--- src/rtl/mdu_pkg.sv ---
// Shared op-code encoding, legality check and signed-minimum helpers for iter_mdu.
// ITER_MDU_MACC_EN enables the accumulate/subtract op codes 4-7.
package mdu_pkg;

  typedef enum logic [2:0] {
    OP_MULTU = 3'd0,
    OP_MULT  = 3'd1,
    OP_DIVU  = 3'd2,
    OP_DIV   = 3'd3,
    OP_MADDU = 3'd4,
    OP_MADD  = 3'd5,
    OP_MSUBU = 3'd6,
    OP_MSUB  = 3'd7
  } op_e;

  localparam int unsigned MAX_WIDTH = 64;
  localparam logic [31:0] SIGNED_MIN_32 = 32'h8000_0000;

`ifdef ITER_MDU_MACC_EN
  localparam bit MACC_EN = 1'b1;
`else
  localparam bit MACC_EN = 1'b0;
`endif

  function automatic logic [MAX_WIDTH-1:0] signed_min(input int unsigned width);
    return MAX_WIDTH'(1) << (width - 1);
  endfunction

  function automatic logic op_legal(input op_e op);
    return !op[2] || MACC_EN;
  endfunction

endpackage

--- src/rtl/mdu_shift_core.sv ---
// Iteration datapath shared by multiply and divide: counter, partial
// product / partial remainder (hi) and operand shift register (lo).
module mdu_shift_core #(
  parameter int unsigned WIDTH = 32
) (
  input  logic             clk,
  input  logic             rst,
  input  logic             load,
  input  logic             run,
  input  logic             div_mode,
  input  logic [WIDTH-1:0] a,
  input  logic [WIDTH-1:0] b,
  output logic             done,
  output logic [WIDTH-1:0] hi,
  output logic [WIDTH-1:0] lo
);

  localparam int unsigned CW = $clog2(WIDTH + 1);

  logic [CW-1:0]    cnt;
  logic [WIDTH-1:0] b_q;
  logic [WIDTH:0]   mul_sum;
  logic [WIDTH:0]   rem_shift;
  logic [WIDTH:0]   rem_diff;
  logic [WIDTH-1:0] hi_nx;
  logic [WIDTH-1:0] lo_nx;

  assign done = (cnt == CW'(WIDTH));

  always_comb begin
    mul_sum   = {1'b0, hi} + (lo[0] ? {1'b0, b_q} : '0);
    rem_shift = {hi, lo[WIDTH-1]};
    rem_diff  = rem_shift - {1'b0, b_q};
    if (div_mode) begin
      // Partial remainder stays below the divisor, so bit WIDTH of the
      // difference is a clean borrow flag for the restore decision.
      if (!rem_diff[WIDTH]) begin
        hi_nx = rem_diff[WIDTH-1:0];
        lo_nx = {lo[WIDTH-2:0], 1'b1};
      end else begin
        hi_nx = rem_shift[WIDTH-1:0];
        lo_nx = {lo[WIDTH-2:0], 1'b0};
      end
    end else begin
      hi_nx = mul_sum[WIDTH:1];
      lo_nx = {mul_sum[0], lo[WIDTH-1:1]};
    end
  end

  always_ff @(posedge clk or posedge rst) begin
    if (rst) begin
      cnt <= '0;
      b_q <= '0;
      hi  <= '0;
      lo  <= '0;
    end else if (load) begin
      cnt <= '0;
      b_q <= b;
      hi  <= '0;
      lo  <= a;
    end else if (run && !done) begin
      cnt <= cnt + CW'(1);
      hi  <= hi_nx;
      lo  <= lo_nx;
    end
  end

endmodule

--- src/rtl/iter_mdu.sv ---
// Iterative multiply/divide unit with HI/LO result registers.
// ITER_MDU_MACC_EN enables MADD/MADDU/MSUB/MSUBU accumulation.
module iter_mdu
  import mdu_pkg::*;
#(
  parameter int unsigned WIDTH = 32
) (
  input  logic             clk,
  input  logic             rst,
  input  logic [WIDTH-1:0] D1,
  input  logic [WIDTH-1:0] D2,
  input  logic [2:0]       Op,
  input  logic             Start,
  input  logic             We,
  input  logic             HiLo,
  output logic             Busy,
  output logic [WIDTH-1:0] HI,
  output logic [WIDTH-1:0] LO
);

  localparam logic [WIDTH-1:0] MIN = WIDTH'(signed_min(WIDTH));

  typedef enum logic {S_IDLE, S_RUN} state_e;

  state_e state, state_nx;

  logic             accept;
  logic             commit;
  logic             core_done;
  logic [WIDTH-1:0] core_hi;
  logic [WIDTH-1:0] core_lo;
  logic             in_neg1;
  logic             in_neg2;
  logic [WIDTH-1:0] mag1;
  logic [WIDTH-1:0] mag2;
  op_e              op_q;
  logic             neg1_q;
  logic             neg2_q;
  logic             d2_zero_q;
  logic             is_div;
  logic             sign_flip;
  logic [2*WIDTH-1:0] prod;
  logic [2*WIDTH-1:0] mul_res;
  logic [WIDTH-1:0] quo;
  logic [WIDTH-1:0] rem;

  always_ff @(posedge clk or posedge rst) begin
    if (rst) state <= S_IDLE;
    else     state <= state_nx;
  end

  always_comb begin
    state_nx = state;
    case (state)
      S_IDLE:  if (accept) state_nx = S_RUN;
      S_RUN:   if (core_done) state_nx = S_IDLE;
      default: state_nx = S_IDLE;
    endcase
  end

  always_comb begin
    Busy   = (state == S_RUN);
    accept = (state == S_IDLE) && Start && !We && op_legal(op_e'(Op));
    commit = (state == S_RUN) && core_done;
  end

  always_comb begin
    in_neg1 = Op[0] && ((D1 & MIN) != '0);
    in_neg2 = Op[0] && ((D2 & MIN) != '0);
    mag1    = in_neg1 ? -D1 : D1;
    mag2    = in_neg2 ? -D2 : D2;
  end

  // The core keeps the operand magnitudes; only signs, zero divisor and Op
  // are latched here for the commit-time fix-up.
  always_ff @(posedge clk or posedge rst) begin
    if (rst) begin
      op_q      <= OP_MULTU;
      neg1_q    <= 1'b0;
      neg2_q    <= 1'b0;
      d2_zero_q <= 1'b0;
    end else if (accept) begin
      op_q      <= op_e'(Op);
      neg1_q    <= in_neg1;
      neg2_q    <= in_neg2;
      d2_zero_q <= (D2 == '0);
    end
  end

  assign is_div = op_q inside {OP_DIVU, OP_DIV};

  mdu_shift_core #(.WIDTH(WIDTH)) u_core (
    .clk      (clk),
    .rst      (rst),
    .load     (accept),
    .run      (Busy),
    .div_mode (is_div),
    .a        (mag1),
    .b        (mag2),
    .done     (core_done),
    .hi       (core_hi),
    .lo       (core_lo)
  );

  always_comb begin
    sign_flip = neg1_q ^ neg2_q;
    prod      = {core_hi, core_lo};
    if (sign_flip) prod = -prod;
    quo       = sign_flip ? -core_lo : core_lo;
    rem       = neg1_q ? -core_hi : core_hi;
    mul_res   = prod;
`ifdef ITER_MDU_MACC_EN
    if (op_q[2]) mul_res = op_q[1] ? ({HI, LO} - prod) : ({HI, LO} + prod);
`endif
  end

  always_ff @(posedge clk or posedge rst) begin
    if (rst) begin
      HI <= '0;
      LO <= '0;
    end else if (commit) begin
      if (!is_div) begin
        {HI, LO} <= mul_res;
      end else if (!d2_zero_q) begin
        HI <= rem;
        LO <= quo;
      end
    end else if (We && !Busy) begin
      if (HiLo) HI <= D1;
      else      LO <= D1;
    end
  end

endmodule

--- config.mk ---
export PLATFORM = sky130hd
export DESIGN_NAME = iter_mdu
export DESIGN_NICKNAME = d
export VERILOG_FILES = /design/src/rtl/mdu_pkg.sv /design/src/rtl/mdu_shift_core.sv /design/src/rtl/iter_mdu.sv
export SDC_FILE = /design/constraint.sdc
export NUM_CORES = 1
export LEC_CHECK = 0
export CORE_MARGIN = 2
export CORE_UTILIZATION = 55
export DETAILED_ROUTE_END_ITERATION = 10
export PLACE_DENSITY = 0.77
export REMOVE_ABC_BUFFERS = 1
export SKIP_CTS_REPAIR_TIMING = 1
export SYNTH_ARGS = -nofsm -noshare
export SYNTH_HDL_FRONTEND = slang
export SYNTH_SLANG_ARGS = --single-unit
--- constraint.sdc ---
create_clock -name clk -period 7.2 [get_ports clk]
set_input_delay 1.44 -clock clk [delete_from_list [all_inputs] [get_ports clk]]
set_output_delay 1.44 -clock clk [all_outputs]
set_load 0.02 [all_outputs]
==> key figures, run 1 <==
Status
  – Run status: complete, no violations

Timing
  – Min Hold Slack: roughly 0.48 ns
  – Final setup vio count: 0
  – Slew HR: 26.3%
  – Fin crit share: between 50 and 60%
  – Minimum clock period: 4.22 ns
  – Unrepaired setup endpoints after global routing: no
  – Layout Skew: approximately 0.015 ns
  – Worst Tran Pin Value: 1.10 ns
  – Final Hold Fails: 0
  – Max Slew Vio Count: 0
  – FMAX: 237 MHz
  – Setup ws final: 2.98 ns

Route
  – Drt via density: 6.15
  – Detailed Routing Iterations Pass 1: 5
  – Total number of vias: 13.6k
  – Remaining DRCs: 0
  – Routed len/inst: 18.2 um
  – Post-route ant nets: 0
  – Drt initial violations: approximately 1.3k
  – WL final: roughly 40000 um

Layout
  – Antenna Cells: 0
  – Commonest cells after routing, fill and taps aside: nand2_1 (225), nor2_1 (181), a21oi_1 (181), dfrtp_1 (172), o21ai_0 (170)
  – Nets@finish: 2009
  – Final core occ: 64.6%
  – Layout area overhead: 15.9%
  – Most common cell after layout, fill and taps aside: nand2_1
  – Share of cells above drive strength 1: 5.06%
  – Final Instance Area: ~16000 um^2

Pwr
  – Leak: roughly 0.007 uW
  – Total power: 8750 uW
  – Peak supply drop: roughly 0.22 mV
  – Power Density: ~540 nW/um^2

Logic synthesis
  – Cell area after synthesis: 14000 um^2
  – Mapped Avg Cell Area: 7.75 um^2
  – FF+latch count, synth: roughly 170
  – Async S/R FF share, synth: 100%
  – EDFF count, synth: 0
  – Post-synthesis sequential area ratio: between 30% and 40%
  – Cells after Synth: ~1.8k
  – Yosys warns: 0
  – Ys flop type: dfrtp_1
  – Unique masters post-synth: 74

Global route
  – Number of global-route vias before repair: approximately 13k
  – Largest net degree at the start of global routing: approximately 120
  – Global-route wire length before repair: 66000 um
  – GRT Util Overall: 30.8%
  – Gr ovfl total: 0
  – Antenna violations before repair: 0

Clock tree
  – Clock Path Buffers: 2
  – Clock sink count: about 170
  – Clk_lat worst skew: about 0.44 ns
  – CTS H-tree lvls: 4
  – Clock buffer count from CTS: 17
  – Worst-path clk slew: approximately 0.07 ns
  – CTS tree: built
  – Root Driver: clkbuf_16

Floorplan
  – Core Rows: between 50 and 60
  – Die ar.: 26700 um^2
  – Core ar.: roughly 25000 um^2
  – Io pins: ~140
  – Die Ht: roughly 160 um
  – Die width: 163 um
  – Initial Util: 55.8%

Job
  – Max cap viols: 0

Setup path
  – Worst reg2reg path startpoint: u_core.lo[0]$_DFFE_PP0P_
  – CP Max Fanout: 31
  – Worst r2r path cells: 13
  – CP Class: reg2reg
  – CP Launch Type: register
  – Critical Path RT: 7.49 ns
  – R2R Setup Slk: between 2 and 3 ns
  – Worst Setup End Kind: register
  – Arrival time worst endpoint: roughly 4.5 ns
  – Critical R2R Capture: u_core.hi[30]$_DFFE_PP0P_

Min path
  – Hold Path Origin: LO[26]$_DFFE_PP0P_
  – Hold Path End: LO[26]$_DFFE_PP0P_
  – WHS Path Cells: 2
  – Hold WC Path Type: reg2reg

Placed design
  – Placed cell areas: roughly 16000 um^2
  – Setup Slack @ Placement: approximately 2.8 ns
  – Gpl congestion: approximately 0.92
  – HPWL after DPL: between 20000 and 30000 um
  – PortBufs: around 140
## metal layers
| metal | global-route usage [%] | wire [um] | up-vias | share of wire (%) |
|---|---|---|---|---|
| li1 | - | - | 6562 | - |
| met1 | 42.4 | 17400 | 6308 | 43 |
| met2 | 49.4 | 18200 | 621 | 45 |
| met3 | 4.01 | 3420 | 91 | 8.5 |
| met4 | 11.9 | 1210 | 0 | 3.0 |
| met5 | 0 | 0 | - | 0 |
## flip-flops by register name, summed over array words and instances, names as in the netlist
register    cells
HI             32
op_q            2
u_core.cnt      6
u_core.b_q     32
u_core.lo      32
neg2_q          1
Busy            1
u_core.hi      32
neg1_q          1
d2_zero_q       1
LO             32
## cells in the mapped netlist (all sizes together) (10+ instances only)
| master | count | area, um^2 |
|---|---|---|
| nor4 | 17 | 134 |
| nand2b | 18 | 113 |
| a221oi | 18 | 158 |
| ha | 70 | 876 |
| or3 | 15 | 93.8 |
| buf | 10 | 53.8 |
| dfrtp | 172 | 4300 |
| xor2 | 88 | 771 |
| nor3 | 44 | 220 |
| xnor2 | 86 | 753 |
| o21ai | 171 | 856 |
| a21oi | 186 | 946 |
| o31ai | 37 | 283 |
| nand3 | 39 | 200 |
| o211ai | 19 | 143 |
| a22oi | 13 | 97.6 |
| clkbuf | 101 | 380 |
| inv | 63 | 236 |
| nor2b | 16 | 100 |
| nor2 | 184 | 691 |
| o221ai | 11 | 96.3 |
| a31oi | 17 | 106 |
| o41ai | 14 | 145 |
| a21o | 22 | 165 |
| nand4 | 14 | 87.6 |
| mux2i | 13 | 130 |
| a211oi | 23 | 173 |
| nand2 | 227 | 860 |
## critical path, stage by stage (launching register included)
cell and delay [ns]:
dfrtp_1 0.47, inv_1 0.72, nor2_1 0.12, ha_1 0.40, a21oi_1 0.23, o21ai_0 0.12, a21oi_1 0.25, o2111ai_1 0.17
a41oi_1 0.44, o22a_1 0.26, o221ai_1 0.21, a211oi_1 0.35, mux2i_1 0.22, o21ai_0 0.09
## logic make-up (layout without fill, tap and decap cells)
| logic type | after synthesis | after routing | synth area share, % |
|---|---|---|---|
| buffers and inverters | 175 | 251 | 4.83 |
| AND/OR/NAND/NOR | 613 | 613 | 19.9 |
| multiplexers | 21 | 21 | 1.58 |
| XOR/XNOR | 174 | 174 | 10.9 |
| AO/OA/AOI/OAI | 574 | 574 | 25.4 |
| adder cells (fa/ha/maj) | 72 | 72 | 6.56 |
| flip-flops | 172 | 172 | 30.8 |
## area by class of cell
type,count,area [um^2]
tap,330,413
clock buffer,17,425
timing repair buffer,156,1510
clock inverter,14,231
sequential,172,4300
inverter,64,245
multi-input combinational,1454,9050
fill,2218,8860
## metrics by stage
step / cells / TNS [ns]
6_report: 2207 / 0
5_1_grt: 2207 / 0
4_1_cts: 2207 / 0
3_5_place_dp: 2176 / 0
3_3_place_gp: 2176 / 0
2_1_floorplan: 1690 / -26.72
## worst max-delay path by stage
stage                                   from                         end  cells past startpoint
floorplan                              Op[2]   u_core.hi[31]$_DFFE_PP0P_                      5
global placement                       D2[4]  u_core.b_q[28]$_DFFE_PP0P_                     10
detailed placement                     D2[2]  u_core.b_q[28]$_DFFE_PP0P_                     10
CTS                 u_core.lo[0]$_DFFE_PP0P_   u_core.hi[30]$_DFFE_PP0P_                     13
global route        u_core.lo[0]$_DFFE_PP0P_   u_core.hi[29]$_DFFE_PP0P_                     13
finish              u_core.lo[0]$_DFFE_PP0P_   u_core.hi[30]$_DFFE_PP0P_                     13
## power breakdown
group / switching [uW] / internal (uW)
Clock: 425 / 623
Combinational: 3360 / 2330
Sequential: 567 / 1440
Total: 4350 / 4390
Power figures use the tool's default switching activity.
==> inputs of run 2 (changes only) <==
clock period = 4.1 ns   (was 7.2 ns; I/O delays follow)
==> run 2 against run 1 <==
  * Final cell count rose by 1.3%
  * Hold slack about the same
  * Sequential power increased by 71%
  * First-iteration DRC count fell by 7.0%
  * Critical path depth grew 1
  * Clock power grew 70%
  * Critical path type unchanged
  * Largest cell class unchanged
==> key figures, run 2 (synthesis gave the netlist of run 1 again) <==
Pwr
  – Power Density: 956 nW/um^2 (+77%)
  – Leak: 0.00695 uW (+2.0%)
  – Peak supply drop: 0.498 mV (+130%)

Clock tree
  – Clock Path Buffers: 2 (unchanged)
  – Root Driver: clkbuf_16
  – CTS H-tree lvls: 4 (unchanged)
  – CTS tree: built
  – Clock sink count: 172 (unchanged)
  – Clock buffer count from CTS: 17 (unchanged)
  – Worst-path clk slew: 0.07 ns (about the same)
  – Clk_lat worst skew: 0.44 ns (about the same)

Route
  – Post-route ant nets: 0 (unchanged)
  – Post-Route M1 WL: 17900 um (+3.3%)
  – Total number of vias: 13.9k (+2.3%)
  – Top Metal Used: met5
  – Drt via density: 6.22 (+1.0%)
  – Routed wl met2: 19900 um (+9.1%)
  – WL final: 42500 um (+5.7%)
  – DR WL met3: 3250 um (-5.0%)
  – Routed len/inst: 19.0 um (+4.4%)
  – Remaining DRCs: 0 (unchanged)
  – Detailed Routing Iterations Pass 1: 6 (+1)
  – Drt initial violations: 1174 (-7.0%)

Timing
  – Setup ws final: 0.348 ns (-2.63 ns)
  – Max Slew Vio Count: 0 (unchanged)
  – Fin crit share: 91.5% (+33 points)
  – Setup TNS: 0 ns (unchanged)
  – FMAX: 266 MHz (+13%)
  – Layout Skew: 0.0145 ns (-0.000140 ns)
  – Worst Tran Pin Value: 1.16 ns (+0.0621 ns)
  – Unrepaired setup endpoints after global routing: no
  – Minimum clock period: 3.75 ns (-0.470 ns)
  – Final Hold Fails: 0 (unchanged)
  – Final setup vio count: 0 (unchanged)
  – Slew HR: 22.4% (-4.0 points)

Layout
  – Share of cells above drive strength 1: 6.45% (+1.4 points)
  – Antenna Cells: 0 (unchanged)
  – Commonest cells after routing, fill and taps aside: nand2_1 (225), nor2_1 (181), a21oi_1 (181), dfrtp_1 (172), o21ai_0 (170)
  – Layout area overhead: 17.4%
  – Nets@finish: 2037 (+1.4%)
  – Most common cell after layout, fill and taps aside: nand2_1
  – Final core occ: 65.4% (+0.83 points)

Status
  – Run status: complete, no violations

Global route
  – Number of global-route vias before repair: 13.4k (+3.9%)
  – Largest net degree at the start of global routing: 81 (-30%)
  – Antenna violations before repair: 1 (+1)
  – Global-route wire length before repair: 68200 um (+3.3%)
  – Gr ovfl total: 0 (unchanged)
  – GRT Util Overall: 32.2% (+1.4 points)

Setup path
  – Critical R2R Capture: u_core.hi[30]$_DFFE_PP0P_
  – CP Class: reg2reg
  – Arrival time worst endpoint: 4.05 ns (-0.46 ns)
  – R2R Setup Slk: 0.35 ns (-2.63 ns)
  – Worst Setup End Kind: register
  – CP Max Fanout: 5 (-84%)
  – CP Launch Type: register
  – Worst r2r path cells: 14 (+1)
  – Critical Path RT: 4.40 ns (-3.09 ns)
  – Worst reg2reg path startpoint: u_core.lo[31]$_DFFE_PP0P_

Placed design
  – Gpl congestion: 0.959 (+4.2%)
  – HPWL after DPL: 31500 um (+8.5%)
  – PortBufs: 136 (unchanged)
  – Setup Slack @ Placement: 0.313 ns (-2.50 ns)

Floorplan
  – Die ar.: 26700 um^2 (unchanged)
  – Io pins: 137 (unchanged)
  – Die Ht: 163 um (unchanged)
  – Die width: 163 um (unchanged)
  – Core Rows: 58 (unchanged)
  – Core ar.: 25000 um^2 (unchanged)
  – Initial Util: 55.8% (unchanged)

Min path
  – Hold Path Origin: LO[9]$_DFFE_PP0P_
  – Hold WC Path Type: reg2reg
  – WHS Path Cells: 2 (unchanged)
  – Hold Path End: LO[9]$_DFFE_PP0P_

Job
  – Max cap viols: 0 (unchanged)
run 2: cell types whose count changed in the layout (fill, tap and decap cells not counted), sizes merged:
cell,before,now
buf,20,48
bufinv,5,4
clkinv,3,4
clkbuf,17,18
run 2: layer usage:
metal	vias up	GRT usage [%]
met5	-	0
met4	2	13.6
met3	117	4.14
met2	642	53.4
met1	6529	42.4
li1	6608	-
run 2: how the worst max path moves through the flow:
stage                         startpoint                          to  slack (ns)
6_report       u_core.lo[31]$_DFFE_PP0P_   u_core.hi[30]$_DFFE_PP0P_        0.35
5_1_grt        u_core.hi[18]$_DFFE_PP0P_   u_core.hi[24]$_DFFE_PP0P_        0.12
4_1_cts        u_core.lo[31]$_DFFE_PP0P_   u_core.hi[24]$_DFFE_PP0P_        0.43
3_5_place_dp                       D2[2]  u_core.b_q[28]$_DFFE_PP0P_        0.31
3_3_place_gp                       D2[4]  u_core.b_q[28]$_DFFE_PP0P_        0.45
2_1_floorplan                      Op[2]   u_core.hi[31]$_DFFE_PP0P_       -3.43
run 2: through the flow:
step	power, uW	instance area [um^2]	std cells	hold WS (ns)
finish	15700	16400	2236	0.476
global route	16800	16400	2236	0.499
CTS	15500	16400	2236	0.482
detailed placement	13600	15700	2204	0.465
global placement	13500	15700	2204	0.460
floorplan	10300	13500	1690	0.444
run 2: critical path, cell delays in order, from the launching register on:
cell and delay [ns]:
dfrtp_1 0.34, inv_1 0.10, ha_1 0.25, fa_1 0.37
nand2b_1 0.19, a21oi_1 0.20, a21oi_1 0.14, a211oi_1 0.35
nor3_1 0.17, o31ai_2 0.38, xor2_1 0.31, buf_4 0.21
mux2_2 0.34, a21oi_1 0.15, o21ai_0 0.10
run 2: area by class of cell:
type	count	area, um^2
Multi-Input combinational cell	1454	9040
Clock buffer	18	429
Clock inverter	14	206
Sequential cell	172	4300
Tap cell	330	413
Inverter	64	245
Fill cell	2188	8650
Timing Repair Buffer	184	1750
run 2: report_power, final:
| part | switching (uW) | internal (uW) | leakage (uW) |
|---|---|---|---|
| clock | 753 | 1040 | 0.000305 |
| combinational | 6170 | 4290 | 0.00454 |
| sequential | 901 | 2530 | 0.00210 |
| total | 7820 | 7850 | 0.00695 |
==> inputs of run 3 (changes only) <==
MAX_ROUTING_LAYER = met4   (was default)
==> run 3 against run 2 <==
  * Power is 1.7% lower
  * Final cell count stayed put
  * Hold slack better by 0.0038 ns
  * Sequential power hardly changed
  * Register-to-register slack worse by 0.06 ns
  * Die area stayed put
  * Via count is 0.55% lower
  * Clock skew is 0.0022 ns higher
  * Global-route usage is 0.75 points higher
  * Non-clock buffer count stayed put
  * Maximum frequency is 1.5% lower
  * Clock power is 8% lower
  * Critical path type unchanged
  * Critical endpoint is now u_core.hi[7]$_DFFE_PP0P_
  * Largest power group unchanged
==> key figures, run 3 (synthesis gave the netlist of run 1 again) <==
Setup path
  – CP Class: reg2reg
  – Critical Path RT: 4.41 ns (about the same)
  – Cell Chain, Critical Path: inv_1 -> ha_1 -> fa_1 -> nand2b_1 -> a21oi_1 -> a21oi_1 -> a211oi_1 -> nor3_1 -> o31ai_2 -> xor2_1 -> buf_4 -> mux2_2 -> o21ai_0 -> o21ai_0
  – CP Max Fanout: 13 (+8)
  – Arrival time worst endpoint: 4.12 ns (+0.07 ns)
  – Crit-path max cell delay: 0.38 ns (about the same)
  – Worst r2r path cells: 14 (unchanged)
  – CP Launch Type: register
  – Critical R2R Capture: u_core.hi[7]$_DFFE_PP0P_
  – Worst Setup End Kind: register
  – Slowest cell on crit path: fa_1
  – Worst reg2reg path startpoint: u_core.lo[31]$_DFFE_PP0P_
  – R2R Setup Slk: 0.29 ns (-0.06 ns)

Route
  – Routed len/inst: 18.8 um (-1.2%)
  – Drt via density: 6.18 (-0.55%)
  – Total number of vias: 13.8k (-0.55%)
  – Remaining DRCs: 0 (unchanged)
  – Post-route ant nets: 0 (unchanged)
  – Detailed Routing Iterations Pass 1: 5 (-1)
  – Drt initial violations: 1282 (+9.2%)
  – WL final: 42000 um (-1.2%)

Global route
  – GRT Util Overall: 32.9% (+0.75 points)
  – Number of global-route vias before repair: 13.3k (-0.86%)
  – Largest net degree at the start of global routing: 71 (-12%)
  – Global-route wire length before repair: 68100 um (-0.15%)
  – Antenna violations before repair: 0 (-1)
  – Gr ovfl total: 0 (unchanged)

Timing
  – Max Slew Vio Count: 0 (unchanged)
  – Unrepaired setup endpoints after global routing: no
  – Worst Tran Pin Value: 1.06 ns (-0.105 ns)
  – Layout Skew: 0.0167 ns (+0.00222 ns)
  – Minimum clock period: 3.81 ns (+0.0581 ns)
  – Min Hold Slack: 0.480 ns (+0.00383 ns)
  – Slew HR: 29.2% (+6.8 points)
  – FMAX: 262 MHz (-1.5%)
  – Final Hold Fails: 0 (unchanged)
  – Final setup vio count: 0 (unchanged)
  – Fin crit share: 92.9% (+1.4 points)

Floorplan
  – Initial Util: 55.8% (unchanged)
  – Io pins: 137 (unchanged)
  – Core ar.: 25000 um^2 (unchanged)
  – Core Rows: 58 (unchanged)
  – Die ar.: 26700 um^2 (unchanged)
  – Die width: 163 um (unchanged)
  – Die Ht: 163 um (unchanged)

Layout
  – Nets@finish: 2037 (unchanged)
  – Final Instance Area: 16300 um^2 (-0.33%)
  – Commonest cells after routing, fill and taps aside: nand2_1 (225), nor2_1 (181), a21oi_1 (181), dfrtp_1 (172), o21ai_0 (170)
  – Antenna Cells: 0 (unchanged)
  – Most common cell after layout, fill and taps aside: nand2_1
  – Final core occ: 65.2% (-0.21 points)
  – Fillcell total: 2210 (+1.0%)
  – Share of cells above drive strength 1: 6.45% (unchanged)
  – Layout area overhead: 17.0%
  – Non-Filler Instances: 2236 (unchanged)

Placed design
  – Placed cell count: 2204 (unchanged)
  – PortBufs: 136 (unchanged)
  – Gpl congestion: 0.997 (+4.0%)
  – Placed cell areas: 15700 um^2 (-0.11%)
  – HPWL after DPL: 31600 um (+0.49%)

Job
  – Max cap viols: 0 (unchanged)

Min path
  – Hold Path End: u_core.b_q[14]$_DFFE_PP0P_
  – Hold Path Origin: u_core.b_q[14]$_DFFE_PP0P_
  – Hold WC Path Type: reg2reg
  – WHS Path Cells: 2 (unchanged)

Pwr
  – Power Density: 943 nW/um^2 (-1.4%)
  – Leak: 0.00693 uW (-0.30%)
  – Peak supply drop: 0.419 mV (-16%)

Clock tree
  – Clock Path Buffers: 2 (unchanged)
  – CTS tree: built
  – Clk_lat worst skew: 0.44 ns (about the same)
  – Worst-path clk slew: 0.08 ns (about the same)
  – Clock buffer count from CTS: 17 (unchanged)
  – CTS H-tree lvls: 4 (unchanged)
  – Root Driver: clkbuf_16
  – Clock sink count: 172 (unchanged)

Status
  – Run status: complete, no violations
## run 3: cell count changes in the layout (fill, tap and decap cells not counted), moves of 2 or more
cell	delta
clkinvlp_4	-2
clkinv_8	+5
inv_8	+2
bufinv_16	-4
## run 3: layer usage
metal / vias up / routed length [um] / global-route usage (%)
met2: 604 / 19900 / 53.2
met3: 98 / 2900 / 4.06
met5: - / 0 / -
li1: 6623 / - / -
met4: 0 / 1330 / 12.1
met1: 6496 / 17900 / 42.6
## run 3: worst max-delay path by stage
| stage | from | endpoint | depth (start not counted) |
|---|---|---|---|
| 2_1_floorplan | Op[2] | u_core.hi[31]$_DFFE_PP0P_ | 5 |
| 3_3_place_gp | u_core.lo[31]$_DFFE_PP0P_ | u_core.hi[7]$_DFFE_PP0P_ | 14 |
| 3_5_place_dp | D2[2] | u_core.b_q[28]$_DFFE_PP0P_ | 10 |
| 4_1_cts | u_core.lo[31]$_DFFE_PP0P_ | u_core.hi[24]$_DFFE_PP0P_ | 14 |
| 5_1_grt | u_core.lo[0]$_DFFE_PP0P_ | u_core.hi[30]$_DFFE_PP0P_ | 15 |
| 6_report | u_core.lo[31]$_DFFE_PP0P_ | u_core.hi[7]$_DFFE_PP0P_ | 14 |
## run 3: per-stage QoR
stage	total power [uW]	setup TNS, ns	setup WS, ns
after floorplan	10300	-442.53	-3.43
after global placement	13400	0	0.399
after detailed placement	13600	0	0.317
after CTS	15300	0	0.328
after global routing	16600	0	0.102
final	15400	0	0.289
## run 3: area by class of cell
cell class | instances | area [um^2] | share of cell area [%]
multi-input combinational | 1454 | 9030 | 55.3
clock inverter | 14 | 170 | 1.04
sequential | 172 | 4300 | 26.4
inverter | 64 | 245 | 1.50
tap | 330 | 413 | 2.53
timing repair buffer | 184 | 1730 | 10.6
clock buffer | 18 | 429 | 2.63
## run 3: worst max-delay path: cells and delay by family (launching register included)
| kind | cells | cell delay, ns |
|---|---|---|
| multiplexers | 1 | 0.35 |
| XOR/XNOR | 1 | 0.21 |
| AND/OR/NAND/NOR | 2 | 0.35 |
| adder cells (fa/ha/maj) | 2 | 0.63 |
| flip-flops | 1 | 0.35 |
| AO/OA/AOI/OAI | 6 | 1.42 |
| buffers and inverters | 2 | 0.37 |
## run 3: where the power goes
group | leakage [uW] | switching (uW) | internal [uW]
clock | 0.000292 | 827 | 828
sequential | 0.00210 | 900 | 2530
combinational | 0.00453 | 6070 | 4240
